==> src/rtl/event_arbiter.sv <==
// event_arbiter: round-robin share of one event filter between NUM_SRC tiles.
// One event is latched, held stable for HOLD_CYCLES, then a one-cycle blank gap follows.
module event_arb_lane #(
  parameter int IDX     = 0,
  parameter int COORD_W = 2,
  parameter int IDW     = 2
) (
  input  logic               valid,
  input  logic [IDW-1:0]     rr_ptr,
  input  logic [COORD_W-1:0] x,
  input  logic [COORD_W-1:0] y,
  input  logic [COORD_W-1:0] t,
  input  logic [COORD_W-1:0] p,
  output logic               req_hi,
  output logic [4*COORD_W-1:0] evt
);
  localparam logic [IDW-1:0] IDX_V = IDW'(IDX);

  // Requests at or above the pointer win over the wrapped-around ones.
  assign req_hi = valid && (IDX_V >= rr_ptr);
  assign evt    = {x, y, t, p};
endmodule

module event_arbiter #(
  parameter int NUM_SRC     = 4,
  parameter int COORD_W     = 2,
  parameter int HOLD_CYCLES = 5,
  localparam int IDW        = $clog2(NUM_SRC)
) (
  input  logic                       clk,
  input  logic                       rst_n,
  input  logic [NUM_SRC-1:0]         src_valid,
  input  logic [NUM_SRC*COORD_W-1:0] src_x,
  input  logic [NUM_SRC*COORD_W-1:0] src_y,
  input  logic [NUM_SRC*COORD_W-1:0] src_t,
  input  logic [NUM_SRC*COORD_W-1:0] src_p,
  output logic [NUM_SRC-1:0]         src_ack,
  output logic [COORD_W-1:0]         f_x,
  output logic [COORD_W-1:0]         f_y,
  output logic [COORD_W-1:0]         f_t,
  output logic [COORD_W-1:0]         f_p,
  output logic                       f_active,
  output logic [IDW-1:0]             grant_id,
  output logic [7:0]                 grant_cnt
);
  localparam int HCW = (HOLD_CYCLES > 1) ? $clog2(HOLD_CYCLES) : 1;

  typedef enum logic [1:0] {IDLE, HOLD, GAP} state_t;
  typedef struct packed {
    logic [COORD_W-1:0] x;
    logic [COORD_W-1:0] y;
    logic [COORD_W-1:0] t;
    logic [COORD_W-1:0] p;
  } evt_t;

  state_t                              state, state_nxt;
  logic [IDW-1:0]                      rr_ptr, ptr_nxt, sel;
  logic [HCW-1:0]                      hold_cnt;
  logic [NUM_SRC-1:0]                  req_hi;
  logic [NUM_SRC-1:0][4*COORD_W-1:0]   lane_evt;
  evt_t                                sel_evt;
  logic                                any_req, grant, rel;

  for (genvar i = 0; i < NUM_SRC; i++) begin : g_lane
    event_arb_lane #(.IDX(i), .COORD_W(COORD_W), .IDW(IDW)) u_lane (
      .valid  (src_valid[i]),
      .rr_ptr (rr_ptr),
      .x      (src_x[i*COORD_W +: COORD_W]),
      .y      (src_y[i*COORD_W +: COORD_W]),
      .t      (src_t[i*COORD_W +: COORD_W]),
      .p      (src_p[i*COORD_W +: COORD_W]),
      .req_hi (req_hi[i]),
      .evt    (lane_evt[i])
    );
  end

  assign any_req = |src_valid;

  // Lowest set bit of the masked requests, else lowest of all requests.
  always_comb begin
    sel = '0;
    for (int i = NUM_SRC-1; i >= 0; i--)
      if (src_valid[i]) sel = IDW'(i);
    for (int i = NUM_SRC-1; i >= 0; i--)
      if (req_hi[i]) sel = IDW'(i);
  end

  assign sel_evt = evt_t'(lane_evt[sel]);
  assign ptr_nxt = (grant_id == IDW'(NUM_SRC-1)) ? '0 : grant_id + IDW'(1);

  always_ff @(posedge clk or negedge rst_n) begin
    if (!rst_n) state <= IDLE;
    else        state <= state_nxt;
  end

  always_comb begin
    state_nxt = state;
    grant     = 1'b0;
    rel       = 1'b0;
    case (state)
      IDLE: if (any_req) begin
        state_nxt = HOLD;
        grant     = 1'b1;
      end
      HOLD: if (hold_cnt == '0) begin
        state_nxt = GAP;
        rel       = 1'b1;
      end
      GAP:     state_nxt = IDLE;
      default: state_nxt = IDLE;
    endcase
  end

  always_ff @(posedge clk or negedge rst_n) begin
    if (!rst_n) begin
      src_ack   <= '0;
      f_x       <= '0;
      f_y       <= '0;
      f_t       <= '0;
      f_p       <= '0;
      f_active  <= 1'b0;
      grant_id  <= '0;
      grant_cnt <= '0;
      rr_ptr    <= '0;
      hold_cnt  <= '0;
    end else begin
      src_ack <= '0;
      if (grant) begin
        src_ack   <= NUM_SRC'(1) << sel;
        f_x       <= sel_evt.x;
        f_y       <= sel_evt.y;
        f_t       <= sel_evt.t;
        f_p       <= sel_evt.p;
        f_active  <= 1'b1;
        grant_id  <= sel;
        grant_cnt <= grant_cnt + 8'd1;
        hold_cnt  <= HCW'(HOLD_CYCLES-1);
      end else if (rel) begin
        f_x      <= '0;
        f_y      <= '0;
        f_t      <= '0;
        f_p      <= '0;
        f_active <= 1'b0;
        rr_ptr   <= ptr_nxt;
      end else if (state == HOLD) begin
        hold_cnt <= hold_cnt - HCW'(1);
      end
    end
  end
endmodule

==> config.mk <==
export PLATFORM = sky130hd
export DESIGN_NAME = event_arbiter
export DESIGN_NICKNAME = d
export VERILOG_FILES = /design/src/rtl/event_arbiter.sv
export SDC_FILE = /design/constraint.sdc
export NUM_CORES = 1
export LEC_CHECK = 0
export BUFFER_PORTS_ARGS = -buffer_cell sky130_fd_sc_hd__buf_4
export CELL_PAD_IN_SITES_DETAIL_PLACEMENT = 1
export CELL_PAD_IN_SITES_GLOBAL_PLACEMENT = 1
export CORE_ASPECT_RATIO = 1.75
export CORE_MARGIN = 2
export CORE_UTILIZATION = 36
export DETAILED_ROUTE_END_ITERATION = 8
export GPL_TIMING_DRIVEN = 1
export PLACE_DENSITY_LB_ADDON = 0.1
export REMOVE_ABC_BUFFERS = 1
export SLEW_MARGIN = 20
export SYNTH_ARGS = -nofsm -noshare
export SYNTH_HDL_FRONTEND = slang
export SYNTH_SLANG_ARGS = --single-unit
==> constraint.sdc <==
create_clock -name clk -period 2 [get_ports clk]
set_input_delay 0.1 -clock clk [delete_from_list [all_inputs] [get_ports clk]]
set_output_delay 0.1 -clock clk [all_outputs]
set_load 0.05 [all_outputs]
# --- Yosys cells after proc, flatten, opt, wreduce, memory -nomap -nowiden ---
# Cells that the tools add are included.
word_totals:
  inputBits: 38
  elab_cells: 67
  reg_bits: 30
op_classes:
  n_shift: 1
  reduce_logical: 12
  addsub: 3
  n_eq_ne: 5
  n_lt_le_gt_ge: 5
  bitwise_logic: 1
  mux: 29
ops:
  columns: ["cell", "count"]
  rows:
  - ["2-bit 2-to-1 mux", 16]
  - ["8-bit binary-select mux with 2-bit select", 1]
  - ["3-bit 2-to-1 mux", 3]
  - ["8-bit by 1-bit adder with 8-bit output (second input constant)", 1]
  - ["8-bit 2-to-1 mux", 1]
  - ["1-bit 2-to-1 mux", 6]
  - ["2-bit inequality test (second input constant)", 3]
  - ["2-bit AND reduction", 3]
  - ["1-bit by 2-bit >= comparator with 1-bit output (first input constant)", 2]
  - ["2-bit >= comparator (first input constant)", 2]
  - ["1-bit logical AND", 4]
  - ["4-bit 2-to-1 mux", 1]
  - ["2-bit one-hot mux with 2 select lines", 1]
  - ["2-bit nonzero test", 2]
  - ["4-bit OR reduction", 1]
  - ["1-bit by 2-bit left shift with 4-bit output (first input constant)", 1]
  - ["3-bit zero test", 1]
  - ["2-bit by 3-bit less-than comparator with 1-bit output (second input constant)", 1]
  - ["3-bit by 1-bit subtractor with 3-bit output (second input constant)", 1]
  - ["2-bit by 1-bit adder with 2-bit output (second input constant)", 1]
  - ["2-bit by 1-bit == test with 1-bit output (second input constant)", 1]
  - ["2-bit == test (second input constant)", 1]
  - ["2-bit zero test", 1]
  - ["1-bit inverter", 1]

# --- Logic depth before layout (Yosys ltp) ---
# Gate-level depths: netlist of run 1.
depth:
  depth_word: 11
  depth_mapped: 8
  ltp_nobuf: 8

# --- Hierarchy ---
# From an unflattened synthesis of run 1, not the netlist that was laid out.
hier_totals:
  hier_cells: 188
  area_unflattened_um2: 1784.2
modules_own_cells:
  columns: ["module", "seq_area_each_um2", "cells_each", "n_inst", "area_each_um2"]
  rows:
  - ["event_arbiter", 750.7, 152, 1, 1498.9]
  - ["event_arb_lane at g_lane[1].u_lane", 0.0, 9, 1, 73.8]
  - ["event_arb_lane at g_lane[0].u_lane", 0.0, 9, 1, 72.6]
  - ["event_arb_lane at g_lane[2].u_lane", 0.0, 9, 1, 71.3]
  - ["event_arb_lane at g_lane[3].u_lane", 0.0, 9, 1, 67.6]

# --- Least setup slack after synthesis of run 1 ---
# OpenSTA, ideal clock, no wires.
synth_timing:
  path_type: "register -> register"
  startpoint: "register hold_cnt[0]"
  endpoint: "register f_p[0]"
  arrival_time_ps: 1345
  stages_incl_launch_ff: 9
  path_slack_ps: 570
  path_cell_list: "dfrtp_1 > inv_1 > ha_1 > nand2b_1 > nand2b_1 > inv_1 > nor2_1 > nand2_1 > o221ai_2"
synth_between:
  elab_chain_cells: 4
synth_lines:
  columns: ["element", "line", "source"]
  rows:
  - ["start, declared", "58", "logic [HCW-1:0] hold_cnt;"]
  - ["start signal, assigned", "137", "hold_cnt <= HCW'(HOLD_CYCLES-1);"]
  - ["start signal, assigned", "146", "hold_cnt <= hold_cnt - HCW'(1);"]
  - ["3-bit zero test", "105", "HOLD: if (hold_cnt == '0) begin"]
  - ["1-bit 2-to-1 mux", "105", null]
  - ["1-bit 2-to-1 mux", "100", "case (state)"]
  - ["2-bit nonzero test (no line)", null, null]
  - ["end signal, assigned", "133", "f_p <= sel_evt.p;"]
  - ["end, declared", "41", "output logic [COORD_W-1:0] f_p,"]
# Every way passes these cells.
# A chain may end at the register's enable or synchronous reset.

# --- Worst setup path after layout of run 1 ---
layout_timing:
  startpoint: "register rr_ptr[1]"
  endpoint: "register f_x[0]"
layout_between:
  elab_chain_cells: 9
layout_lines:
  columns: ["element", "line", "source"]
  rows:
  - ["start, declared", "57", "logic [IDW-1:0] rr_ptr, ptr_nxt, sel;"]
  - ["start signal, assigned", "144", "rr_ptr <= ptr_nxt;"]
  - ["2-bit >= comparator", "20", "assign req_hi = valid && (IDX_V >= rr_ptr);"]
  - ["1-bit logical AND", "20", null]
  - ["2-bit 2-to-1 mux (3 in series)", "85", "if (req_hi[i]) sel = IDW'(i);"]
  - ["2-bit 2-to-1 mux *", "85", null]
  - ["8-bit binary-select mux with 2-bit select *", "88", "assign sel_evt = evt_t'(lane_evt[sel]);"]
  - ["8-bit 2-to-1 mux (implied by the code) *", "88", null]
  - ["2-bit 2-to-1 mux *", "128", "if (grant) begin"]
  - ["end signal, assigned", "130", "f_x <= sel_evt.x;"]
  - ["end, declared", "38", "output logic [COORD_W-1:0] f_x,"]
# Every way passes the cells marked *; elsewhere a longest branch is shown, timed or not. The select of a mux whose other input is x is not followed.

==> reports/metrics.yaml, run 1 <==
status:
  status: "finished clean"
synthesis:
  synth_edf_count: 0
  synthCells: 131
  synth_common_cells: "dfrtp_1, mux2i_1, nand2_1, inv_1, o221ai_1"
  syn_avg_cell_area_um2: 11.4
  synth_cell_types: 34
  synthArstFlopShare_pct: 100
  yosysWarnings: 0
  yosysSeqAreaShare_pct: 50.3
  ys.flop_type: "dfrtp_1"
  synth_area_leader_cell: "dfrtp_1"
  synth-seq-cells: 30
  synth_top_area_share_pct: 50.3
  yosysMostFrequentCell: "dfrtp_1"
  synth_area_leaders: "dfrtp_1, mux2i_1, o221ai_1"
  synth_area_mm2: 0.00149
finish:
  postLayoutCoreUtil_pct: 51.5
  final_nets: 236
  diodes: 0
  nFillCells: 463
  final_cell_count_no_fill: 243
  drive_gt1_share_pct: 39.2
  area_growth_pct: 40.3
clocking:
  clock_latency_ns: 0.28
  cts.path.max_buffers: 2
  htree_levels: 2
  cts_inserted_buffers: 5
  cts.clk_slew.worst_paths_ns: 0.06
  cts_sinks: 30
  cts_tree: "yes"
  ctsRootBufferMaster: "clkbuf_8"
sta:
  min_period_ns: 1.77
  max_slew_margin_pct: 58.8
  period_share_pct: 88.5
  rsz0062_at_grt: "false"
  report.final.slew_viol_count: 0
  tightest_slew_ns: 0.616
  final.setup_skew_ns: 0.00526
  max_freq_ghz: 0.565
  setup_slack_ns: 0.229
  hold_viol_final: 0
  setup_viol: 0
floorplan:
  die_y_um: 89.2
  io_pins: 61
  fp.dieW_um: 52.7
  fp.dieArea_mm2: 0.00470
  rows: 31
  core-area_mm2: 0.00407
  initial_utilization_pct: 36.7
setup_path:
  required_ns: 2.14
  reg2reg_setup_slack_ns: 0.23
  slowest_delay_ns: 0.46
  end_kind: "flop"
  worst-path-max-fanout: 10
  cp.arrival_ns: 1.91
  crit_cells: 5
  r2r_cells: 5
  cp_slowest_cell: "dfrtp_1"
  cp-start-kind: "flop"
  crit_type: "flop to flop"
  path_delay_family: "compound AO/OA/AOI/OAI gates"
  cp_cell_sequence: "mux2i_1 > nor2_1 > a311oi_1 > nand2b_2 > o221ai_1"
  crit_buf_inv: 0
place:
  hpwlAfterDp_mm: 2.86
  port_buffers: 60
  place_inst: 235
  preCtsSetupSlack_ns: -0.0175
  gp_congestion: 0.699
route:
  via_per_inst: 5.15
  routedWlPerCell_um: 15.4
  wirelength_mm: 3.75
  ant_nets: 0
  num_vias: 1252
  drc_errors: 0
  dr.pass1.iters: 3
  drt_iter0_drc: 9
global_route:
  grt_pass1_wl_mm: 6.30
  grt_pass1_vias: 1387
  busiest_layer: "met2"
  gr-usage-all-layers_pct: 18.4
  met1_usage_pct: 18.4
  grt_util_met2_pct: 34.4
  antenna_found_initial: 0
  overflow: 0
  grt_max_degree: 31
  met3_usage_pct: 4.68
pwr:
  ir_worst_vdd_uv: 736
  switching_share_pct: 45.7
  powerDensity_mw_per_mm2: 1660
  intPower_mw: 1.89
  leakage_nw: 1.03
  pwr-share-seq_pct: 30.2
  power_frac_comb_pct: 52.1
  p_sw_mw: 1.59
  clock_power_share_pct: 17.7
run:
  maxCapViolations: 0
worst_hold_path:
  hp-class: "input pin to flop"
  hold_depth: 3
[layer usage]
layer	wire, um	share of wire [%]	up-vias
li1	-	-	588
met1	1350	36	628
met2	2220	59	32
met3	130	3.5	4
met4	54	1.4	0
met5	0	0	-
[final cells by class]
type                            count  area [um^2]  area share, %
Inverter                            7         26.3           1.25
Timing Repair Buffer               61          460           22.0
Tap cell                           49         61.3           2.93
Clock inverter                      1         30.0           1.43
Sequential cell                    30          751           35.8
Multi-Input combinational cell     89          684           32.7
Clock buffer                        6         82.6           3.94
[power groups by stage]
stage	registers (mW)	logic, mW	clock network [mW]
floorplan	1.61	0.662	0
global placement	1.04	1.75	0
detailed placement	1.05	1.81	0
CTS	1.05	1.83	0.639
global route	1.08	1.95	0.663
finish	1.05	1.81	0.616
[cell families after synthesis]
| kind of cell | share of synthesized area, % |
|---|---|
| compound gates | 11.1 |
| xor+xnor | 4.10 |
| fa+ha+maj | 3.35 |
| buf+inv | 4.86 |
| flops | 50.3 |
| mux | 13.7 |
| simple gates | 12.6 |
[worst min-delay path: stages]
cell and delay (ns):
buf_4 0.07, mux2i_1 0.05, o221ai_1 0.15
[final timing paths]
path | to | startpoint
worst max-delay path | f_x[0] | rr_ptr[1]
worst min-delay path | f_p[1] | src_p[3]
worst max register to register | f_x[0] | rr_ptr[1]
worst min register to register | f_active | f_active
max in group asynchronous | rr_ptr[0] | rst_n
min in group asynchronous | grant_cnt[3] | rst_n
[what timing repair did]
item                                    in CTS  in global routing
hold buffers                                 1                  0
endpoints found under the setup margin       3                  7
gates resized for setup                      1                  3
buffers inserted                             0                  0
hold endpoints to repair                    30                  0
[registers in the layout (all words and copies together), names as in the netlist]
register / flops
state: 2
grant_cnt: 8
hold_cnt: 3
f_active: 1
f_p: 2
f_x: 2
src_ack: 4
rr_ptr: 2
f_t: 2
f_y: 2
grant_id: 2
[cell usage in the layout (no fill, tap or decap), types with 5 or more instances in the layout]
cell type	count
mux2i_1	16
dfrtp_1	30
o221ai_1	7
inv_1	7
nand2_1	14
nor2_1	5
buf_4	60
xnor2_1	5
clkbuf_8	6
[per-stage QoR]
step	TNS [ns]	area (um^2)	power (mW)	hold slack, ns
after global placement	0	1960	2.79	0.0453
after global routing	0	2100	3.70	0.142
final	0	2100	3.47	0.146
after floorplan	0	1450	2.27	-0.196
after detailed placement	-0.0363	1960	2.86	0.0533
after CTS	0	2090	3.52	0.135
(Power assumes the default switching activity.)
==> run 2: changes to the inputs <==
==> constraint.sdc (replaced) <==
create_clock -name clk -period 1.95 [get_ports clk]
set_input_delay 0.0975 -clock clk [delete_from_list [all_inputs] [get_ports clk]]
set_output_delay 0.0975 -clock clk [all_outputs]
set_load 0.05 [all_outputs]
==> reports/metrics.yaml, run 2 (synthesis results as in run 1) <==
clocking:
  cts_setup_buffers: 0  # unchanged
  htree_levels: 2  # unchanged
  cts.clk_slew.worst_paths_ns: 0.07  # about the same
  cts_tree: "yes"
  cts.path.max_buffers: 2  # unchanged
  cts_sinks: 30  # unchanged
  ctsRootBufferMaster: "clkbuf_8"
  cts_inserted_buffers: 5  # unchanged
  clock_latency_ns: 0.28  # about the same
global_route:
  overflow: 0  # unchanged
  gr-usage-all-layers_pct: 18.2  # -0.26 points
  grt_max_degree: 31  # unchanged
  antenna_found_initial: 0  # unchanged
  grt_pass1_vias: 1350  # -2.7%
  grt_pass1_wl_mm: 6.20  # -1.5%
finish:
  final_cell_area_mm2: 0.00208  # -0.90%
  drive_gt1_share_pct: 39.3  # +0.11 points
  largest_reg_flops: 8  # unchanged
  final_nets: 237  # +0.42%
  regMostFlops: "grant_cnt"
  diodes: 0  # unchanged
  nFillCells: 453  # -2.2%
  area_growth_pct: 39.0
  final_cell_mix: "buf_4, dfrtp_1, mux2i_1"
  final_common_cell: "buf_4"
  top_regs: "grant_cnt x8, src_ack x4, hold_cnt x3"
sta:
  min_period_ns: 1.75  # -0.0187 ns
  tns_ns: 0  # unchanged
  period_share_pct: 89.9  # +1.3 points
  hold_ws_ns: 0.135  # -0.0107 ns
  tightest_slew_ns: 0.473  # -0.143 ns
  max_freq_ghz: 0.571  # +1.1%
  setup_viol: 0  # unchanged
  setup_slack_ns: 0.198  # -0.0313 ns
  max_slew_margin_pct: 68.3  # +9.5 points
  hold_viol_final: 0  # unchanged
  report.final.slew_viol_count: 0  # unchanged
  final.setup_skew_ns: 0.00597  # +0.000707 ns
setup_path:
  cp_cell_sequence: "mux2i_1 > nor2_1 > a311oi_1 > nand2_1 > o221ai_1"
  end_kind: "flop"
  cp.arrival_ns: 1.93  # +0.02 ns
  cp_slowest_cell: "dfrtp_1"
  slowest_delay_ns: 0.47  # about the same
  crit_type: "flop to flop"
  required_ns: 2.13  # about the same
  cp-start-kind: "flop"
  worst-path-max-fanout: 11  # +1
status:
  status: "finished clean"
floorplan:
  die_y_um: 89.2  # unchanged
  io_pins: 61  # unchanged
  core-area_mm2: 0.00407  # unchanged
  initial_utilization_pct: 36.7  # unchanged
  fp.dieArea_mm2: 0.00470  # unchanged
  rows: 31  # unchanged
  fp.dieW_um: 52.7  # unchanged
pwr:
  power_mw: 3.45  # -0.61%
  intPower_mw: 1.81  # -3.8%
  clock_power_share_pct: 14.9  # -2.8 points
  switching_share_pct: 47.5  # +1.8 points
  powerDensity_mw_per_mm2: 1660  # +0.29%
  leakage_nw: 1.02  # -0.64%
  power_frac_comb_pct: 54.1  # +2.0 points
  pwr-share-seq_pct: 31.0  # +0.8 points
  p_sw_mw: 1.64  # +3.2%
  ir_worst_vdd_uv: 770  # +4.7%
place:
  hpwlAfterDp_mm: 2.94  # +2.9%
  gp_congestion: 0.707  # +1.2%
  port_buffers: 60  # unchanged
  placed_cell_area_mm2: 0.00197  # +0.38%
  preCtsSetupSlack_ns: 0.148  # +0.165 ns
route:
  wirelength_mm: 3.79  # +0.96%
  drc_errors: 0  # unchanged
  ant_nets: 0  # unchanged
  via_per_inst: 5.13  # -0.42%
  dr.pass1.iters: 3  # unchanged
  routedWlPerCell_um: 15.5  # +0.14%
  drt_iter0_drc: 9  # unchanged
  num_vias: 1257  # +0.40%
run:
  maxCapViolations: 0  # unchanged
worst_hold_path:
  hp-class: "input pin to flop"
run 2: cell types whose count changed in the layout (fill, tap and decap cells not counted), sizes merged:
cell      delta
buf          +1
bufinv       -1
clkinv       +1
clkinvlp     +1
run 2: path summary, 6_finish.rpt:
kind,slack [ns],start,cells after the start,endpoint
worst max register to register,0.20,rr_ptr[1],5,f_y[1]
worst max-delay path,0.20,rr_ptr[1],5,f_y[1]
worst min register to register,0.48,f_active,1,f_active
worst min-delay path,0.13,src_y[2],3,f_y[0]
min in group asynchronous,0.29,rst_n,2,grant_cnt[1]
max in group asynchronous,1.38,rst_n,2,hold_cnt[2]
run 2: worst max-delay path: cells and delay by family, from the launching register on:
kind             cells  cell delay, ns
multiplexers         1            0.21
flip-flops           1            0.47
AO/OA/AOI/OAI        2            0.58
AND/OR/NAND/NOR      2            0.40
run 2: power by group through the flow:
| stage | Sequential [mW] | Clock [mW] | Combinational (mW) |
|---|---|---|---|
| 3_5_place_dp | 1.08 | 0 | 1.87 |
| 6_report | 1.07 | 0.516 | 1.87 |
| 5_1_grt | 1.11 | 0.567 | 2.01 |
| 2_1_floorplan | 1.65 | 0 | 0.679 |
| 3_3_place_gp | 1.07 | 0 | 1.81 |
| 4_1_cts | 1.08 | 0.529 | 1.89 |
run 2: layout make-up:
cell class,instances,area (um^2),area share [%]
clock buffer,6,82.6,3.98
clock inverter,2,12.5,0.602
sequential,30,751,36.1
tap,49,61.3,2.95
timing repair buffer,62,468,22.5
multi-input combinational,89,676,32.5
inverter,7,26.3,1.27
run 2: repair_timing:
action,CTS,global route
gates resized for setup,0,2
hold buffers,1,0
setup endpoints to repair,0,8
endpoints found under the hold margin,30,0
run 2: metal layers:
layer  wire length (um)  track usage [%]  vias up  part of all wire (%)
li1                   -                -      591                     -
met1               1260             17.8      628                    33
met2               2330             35.1       32                    61
met3                152             4.85        6                   4.0
met4                 50             6.29        0                   1.3
met5                  0                0        -                     0
run 2: stage by stage:
stage	utilization [%]	instances
after floorplan	-	126
after global placement	48.3	236
after detailed placement	48.3	236
after CTS	50.9	245
after global routing	51.0	245
final	51.0	245
